[src/rtl/usb_buf_pkg.sv]
// Shared types and defaults for the USB packet buffer.
// Imported by usb_buf_mem and usb_packet_buffer.
package usb_buf_pkg;

  localparam int USB_BUF_DEPTH_DEF = 64;
  localparam int USB_BUF_DW_DEF    = 8;

  typedef struct packed {
    logic ovf;
    logic unf;
  } usb_buf_err_t;

endpackage

[src/rtl/usb_buf_mem.sv]
// DEPTH x DATA_W register file, one sync write port, one async read port.
// Ports: clk, we/waddr/wdata (write), raddr/rdata (read); array not reset.
module usb_buf_mem
  import usb_buf_pkg::*;
#(
  parameter int DATA_W = USB_BUF_DW_DEF,
  parameter int DEPTH  = USB_BUF_DEPTH_DEF,
  localparam int AW    = $clog2(DEPTH)
) (
  input  logic              clk,
  input  logic              we,
  input  logic [AW-1:0]     waddr,
  input  logic [DATA_W-1:0] wdata,
  input  logic [AW-1:0]     raddr,
  output logic [DATA_W-1:0] rdata
);

  logic [DATA_W-1:0] mem [DEPTH];

  always_ff @(posedge clk) begin
    if (we) mem[waddr] <= wdata;
  end

  assign rdata = mem[raddr];

endmodule

[src/rtl/usb_packet_buffer.sv]
// Circular FIFO shared by USB TX/RX paths with mark/rewind replay.
// Ports: two store and two get sides, mark/rewind, clear, status flags.
module usb_packet_buffer
  import usb_buf_pkg::*;
#(
  parameter int DATA_W = USB_BUF_DW_DEF,
  parameter int DEPTH  = USB_BUF_DEPTH_DEF,
  localparam int AW    = $clog2(DEPTH)
) (
  input  logic              clk,
  input  logic              n_rst,
  input  logic              clear,
  input  logic              store_TX_data,
  input  logic [DATA_W-1:0] TX_data,
  input  logic              store_RX_packet_data,
  input  logic [DATA_W-1:0] RX_packet_data,
  input  logic              get_RX_data,
  input  logic              get_TX_packet_data,
  output logic [DATA_W-1:0] RX_data,
  output logic [DATA_W-1:0] TX_packet_data,
  input  logic              mark,
  input  logic              rewind,
  output logic [AW:0]       buffer_occupancy,
  output logic              full,
  output logic              empty,
  output logic              overflow_err,
  output logic              underflow_err,
  output logic              clear_done
);

  logic [AW:0]       wptr, rptr, mptr;
  logic [AW:0]       held, rptr_nxt, mptr_nxt;
  logic [DATA_W-1:0] rd_data, wr_data;
  logic              wr_req, rd_req, do_wr, do_pop;
  logic              armed;
  usb_buf_err_t      err;

  assign wr_req  = store_TX_data | store_RX_packet_data;
  assign rd_req  = get_RX_data | get_TX_packet_data;
  assign wr_data = store_RX_packet_data ? RX_packet_data : TX_data;

  assign held             = wptr - mptr;
  assign buffer_occupancy = wptr - rptr;
  assign full             = (held == (AW+1)'(DEPTH));
  assign empty            = (wptr == rptr);

  assign do_wr  = wr_req & ~full;
  assign do_pop = rd_req & ~empty & ~rewind;

  assign RX_data = (get_RX_data & ~empty) ? rd_data : '0;
  assign TX_packet_data =
    (get_TX_packet_data & ~get_RX_data & ~empty) ? rd_data : '0;

  assign overflow_err  = err.ovf;
  assign underflow_err = err.unf;

  assign rptr_nxt = rewind ? mptr : rptr + (AW+1)'(do_pop);

  // An explicit mark arms the packet start so it stays put while the
  // packet is popped; rewind disarms it and auto-follow resumes.
  always_comb begin
    mptr_nxt = mptr;
    if (rewind)
      mptr_nxt = mptr;
    else if (mark)
      mptr_nxt = rptr_nxt;
    else if (!armed && rptr == mptr)
      mptr_nxt = rptr_nxt;
  end

  always_ff @(posedge clk or negedge n_rst) begin
    if (!n_rst) begin
      wptr       <= '0;
      rptr       <= '0;
      mptr       <= '0;
      armed      <= 1'b0;
      err        <= '0;
      clear_done <= 1'b0;
    end else if (clear) begin
      wptr       <= '0;
      rptr       <= '0;
      mptr       <= '0;
      armed      <= 1'b0;
      err        <= '0;
      clear_done <= 1'b1;
    end else begin
      clear_done <= 1'b0;
      if (do_wr) wptr <= wptr + (AW+1)'(1);
      rptr    <= rptr_nxt;
      mptr    <= mptr_nxt;
      armed   <= rewind ? 1'b0 : (mark | armed);
      err.ovf <= err.ovf | (wr_req & full);
      err.unf <= err.unf | (rd_req & empty & ~rewind);
    end
  end

  usb_buf_mem #(
    .DATA_W(DATA_W),
    .DEPTH (DEPTH)
  ) u_mem (
    .clk  (clk),
    .we   (do_wr & ~clear),
    .waddr(wptr[AW-1:0]),
    .wdata(wr_data),
    .raddr(rptr[AW-1:0]),
    .rdata(rd_data)
  );

endmodule

[config.mk]
export PLATFORM = sky130hd
export DESIGN_NAME = usb_packet_buffer
export DESIGN_NICKNAME = d
export VERILOG_FILES = /design/src/rtl/usb_buf_pkg.sv /design/src/rtl/usb_buf_mem.sv /design/src/rtl/usb_packet_buffer.sv
export SDC_FILE = /design/constraint.sdc
export NUM_CORES = 1
export LEC_CHECK = 0
export BUFFER_PORTS_ARGS = -buffer_cell sky130_fd_sc_hd__buf_2
export CORE_MARGIN = 1
export CORE_UTILIZATION = 56
export DETAILED_ROUTE_END_ITERATION = 8
export GPL_TIMING_DRIVEN = 0
export PLACE_DENSITY = 0.71
export SLEW_MARGIN = 15
export SYNTH_ARGS = -nofsm -noshare
export SYNTH_HDL_FRONTEND = slang
export SYNTH_SLANG_ARGS = --single-unit
[constraint.sdc]
create_clock -name clk -period 2.8 [get_ports clk]
set_input_delay 0.56 -clock clk [delete_from_list [all_inputs] [get_ports clk]]
set_output_delay 0.56 -clock clk [all_outputs]
set_load 0.05 [all_outputs]
==> results.md <==
* Nets@finish at 1455
* List of most frequent post-synthesis cells: sky130_fd_sc_hd__edfxtp_1 (512), sky130_fd_sc_hd__nor2_1 (122), sky130_fd_sc_hd__mux4_2 (70), sky130_fd_sc_hd__mux2i_1 (42), sky130_fd_sc_hd__nand2_1 (37)
* Worst skew pair latency at 0.62 ns
* Setup repair after global routing missed its margin: yes
* Layout overhead on the synthesized area at 27.3%
* Routed via count divided by cell count at 6.45
* Int Pwr at 14.3 mW
* Yosys synthesis warning count at 0
* Reg clk slew, reported paths at 0.07 ns
* Vias after detailed routing at 12800
* Clock root buffer: sky130_fd_sc_hd__clkbuf_16
* First-pass detailed-route iteration total at 5
* Largest net degree at the start of global routing at 65
* Number of flops mapped to enable cells by yosys at 512
* All-Layer GR Usage at 29.4%
* Number of sinks driven by the clock tree at 537
* Kind of critical path: reg -> out
* Main combinational cell family by area after synthesis: multiplexers
* Worst path required time at 2.24 ns
* Sequential element share of the synthesized area at 72.4%
* Post-synthesis share of cell area spent on and, or, nand and nor gates at 4.95%
* Hold violation count in the final report at 0
* IR Drop Worst-Case VDD at 0.454 mV
* Time the worst path needs with I/O delays and setup at 3.70 ns
* Hold Worst Slack at 0.189 ns
* Area contributors post-synth: sky130_fd_sc_hd__edfxtp_1 (70%), sky130_fd_sc_hd__mux4_2 (7.1%), sky130_fd_sc_hd__mux4_1 (3.6%), sky130_fd_sc_hd__dfrtp_1 (2.8%), sky130_fd_sc_hd__nor2_1 (2.1%)
* Asr flop ratio synth at 4.66%
* Comb power frac at 16.9%
* Height of the die at 201 um
* Cell count after placement at 1760
* Rel. slew slack at 24.2%
* Synthesized area per cell at 18.5 um^2
* Violations in the final reports: setup timing
* Endpoint of the lowest-slack register-to-register path: mptr[6]
* Worst hold path class: in -> reg
* Synthesized-area fraction occupied by adder cells at 0.940%
* Final HPWL DP at 34500 um
* Layout cell share with drive strength beyond 1 at 43.4%
* Cells after Synth at 1191
* Top-count cell post-synth: sky130_fd_sc_hd__edfxtp_1
* Result of the run: complete, but fails checks
* Vias in the first global route at 12700
* Initial core utilization at 57.0%
* Mux contribution to synthesized area at 14.4%
* Die Outline Area at 40200 um^2
* Final ANT Viol Nets at 0
* R2R depth at 16
* Wire length of the first global-routing pass at 85000 um
* Maxcap violations at 0
* Die W at 201 um
* Power share of the sequential group at 46.9%
* Fillcell total at 2174
* Dominant synthesized flop cell: sky130_fd_sc_hd__edfxtp_1
* Hold depth at 1
* Share of total power consumed by net switching at 25.7%
* Number of placement rows at 72
* Area leader, netlist: sky130_fd_sc_hd__edfxtp_1
* Fmax at 270 MHz
* N_diodes at 0
* CTS tree: built
* Number of synthesized register bits at 537
* Residual DRC count at 0
* Synthesized-area fraction occupied by ao, oa, aoi and oai cells at 3.92%
* Leakage power summed over all cells at 9.10 nW
* Post-synthesis cell type count at 61
* Core outline area at 38700 um^2
* Worst Tran Pin Value at 1.13 ns
* Area share of xor/xnor cells in the synthesized design at 0.793%
* Antenna violations before repair at 0
* Average wire per cell in the routed design at 30.1 um
* Startpoint of the lowest-slack hold path: clear
* Final setup vio count at 72
* Final Routed Wirelength at 59400 um
* Type of element capturing the critical path: primary output
* Clock Skew at 0.0304 ns
* Overflow after GRT at 0
* Fraction of synthesized cell area taken by the top area cell type at 69.6%
* Largest buffer count on any clock path at 3
* TritonCTS Buffers at 54
* Source of the worst register-to-register timing path: rptr[2]
* Post-synth design cell area at 22100 um^2
* Net Count, Synth at 1232
* Max-slew violation total from the final report at 0
* CP max FO at 10
* Share of the clock period used by the worst path after layout at 132%
* Number of buffers added on ports at 51
* Clock network power share at 36.2%
* Hold worst-path end: clear_done
* Power density relative to cell area at 683 nW/um^2
* Flop-to-flop setup slack at -0.22 ns
* Drt first-iter violations at 1565
* CTS H-tree lvls at 2
* GPL Wtd Cong at 0.889
* Critical path launch point type: flip-flop
* Worst EP arrival at 3.14 ns
* Post-route insts no fill at 1977
* Final setup slack of the worst path at -0.897 ns
* Sw Pwr at 4.94 mW
* # IOs at 53
[worst max-delay path by stage]
| stage | slack, ns | to | start |
|---|---|---|---|
| 2_1_floorplan | -0.07 | mptr[6] | rptr[2] |
| 3_3_place_gp | -1.12 | u_mem.mem[53][6] | wptr[3] |
| 3_5_place_dp | -1.18 | u_mem.mem[37][4] | wptr[3] |
| 4_1_cts | -0.81 | RX_data[3] | rptr[0] |
| 5_1_grt | -0.93 | RX_data[5] | rptr[0] |
| 6_report | -0.90 | TX_packet_data[5] | rptr[1] |
[layer usage]
| metal | vias up | GRT usage, % | share of wire, % |
|---|---|---|---|
| li1 | 5287 | - | - |
| met1 | 6518 | 40.4 | 38 |
| met2 | 790 | 46.6 | 48 |
| met3 | 161 | 5.63 | 9.6 |
| met4 | 0 | 12.8 | 4.4 |
| met5 | - | 0 | 0 |
[power groups by stage]
stage	Sequential (mW)	Clock [mW]	Combinational, mW
global route	9.00	7.28	3.35
finish	9.00	6.95	3.25
CTS	9.00	6.96	2.97
detailed placement	9.17	0	2.21
global placement	9.17	0	2.17
floorplan	9.17	0	1.50
[placed cells by master, fill, tap and decap left out, types with 6 or more instances in the layout]
master	count
sky130_fd_sc_hd__nand3_1	6
sky130_fd_sc_hd__dfrtp_2	8
sky130_fd_sc_hd__clkinv_1	15
sky130_fd_sc_hd__mux4_1	18
sky130_fd_sc_hd__dfrtp_1	17
sky130_fd_sc_hd__buf_12	54
sky130_fd_sc_hd__o21ai_0	6
sky130_fd_sc_hd__buf_2	33
sky130_fd_sc_hd__xor2_1	9
sky130_fd_sc_hd__a21oi_1	11
sky130_fd_sc_hd__a211oi_2	7
sky130_fd_sc_hd__buf_1	6
sky130_fd_sc_hd__buf_8	6
sky130_fd_sc_hd__clkbuf_16	55
sky130_fd_sc_hd__ha_4	11
sky130_fd_sc_hd__mux2_4	13
sky130_fd_sc_hd__o22ai_1	13
sky130_fd_sc_hd__nand2_1	32
sky130_fd_sc_hd__o22ai_2	8
sky130_fd_sc_hd__nor2_4	80
sky130_fd_sc_hd__buf_6	45
sky130_fd_sc_hd__nand3b_1	7
sky130_fd_sc_hd__nor2_2	13
sky130_fd_sc_hd__mux4_2	82
sky130_fd_sc_hd__inv_1	8
sky130_fd_sc_hd__clkinv_2	10
sky130_fd_sc_hd__o221ai_1	6
sky130_fd_sc_hd__mux2i_1	40
sky130_fd_sc_hd__o21ai_2	7
sky130_fd_sc_hd__buf_4	66
sky130_fd_sc_hd__o221ai_2	6
sky130_fd_sc_hd__edfxtp_1	512
sky130_fd_sc_hd__clkbuf_1	17
sky130_fd_sc_hd__nand4_1	6
sky130_fd_sc_hd__mux2_2	22
sky130_fd_sc_hd__nor2_1	29
sky130_fd_sc_hd__a22o_1	6
[logic make-up after synthesis]
group                    after synthesis
flip-flops                           537
AND/OR/NAND/NOR                      234
multiplexers                         177
AO/OA/AOI/OAI                        124
buffers and inverters                 83
XOR/XNOR                              20
adder cells (fa/ha/maj)               16
[what timing repair did]
action	in CTS	in global routing
gates resized for setup	401	64
gates cloned	7	1
hold endpoints to repair	25	0
hold buffers	1	0
pin swaps	68	49
endpoints found under the setup margin	546	136
setup buffers	80	32
[metrics by stage]
step	setup TNS [ns]	cell area [um^2]	worst slack, ns	utilization [%]	total power, mW
4_1_cts	-14.43	27600	-0.813	71.1	18.9
3_3_place_gp	-433.99	23200	-1.12	59.8	11.3
5_1_grt	-29.18	28100	-0.926	72.6	19.6
2_1_floorplan	-0.0880	22300	-0.0677	-	10.7
3_5_place_dp	-453.39	23200	-1.18	59.8	11.4
6_report	-16.99	28100	-0.897	72.6	19.2
[worst max-delay path, cell delays in order (launching register included)]
cell                       delay (ns)
sky130_fd_sc_hd__dfrtp_2         0.47
sky130_fd_sc_hd__buf_12          0.17
sky130_fd_sc_hd__buf_6           0.17
sky130_fd_sc_hd__nand2_1         0.32
sky130_fd_sc_hd__o22ai_1         0.22
sky130_fd_sc_hd__a221oi_1        0.29
sky130_fd_sc_hd__o22ai_1         0.20
sky130_fd_sc_hd__o31a_1          0.37
sky130_fd_sc_hd__nor2_4          0.15
sky130_fd_sc_hd__buf_8           0.15
[state kept, by name (all words and copies together) (netlist names)]
signal and flops:
mptr 7, armed 1, clear_done 1, underflow_err 1
rptr 7, u_mem.mem 512, wptr 7, overflow_err 1
[layout make-up]
type                            instances  area [um^2]  area share [%]
Sequential cell                       537        16000            56.9
Multi-Input combinational cell        571         6990            24.9
Timing Repair Buffer                  171         1950            6.93
Clock buffer                           67         1420            5.05
Buffer                                 61          712            2.53
Tap cell                              518          648            2.30
Clock inverter                         34          268           0.952
Inverter                               18          121           0.432
Power figures use the tool's default switching activity.
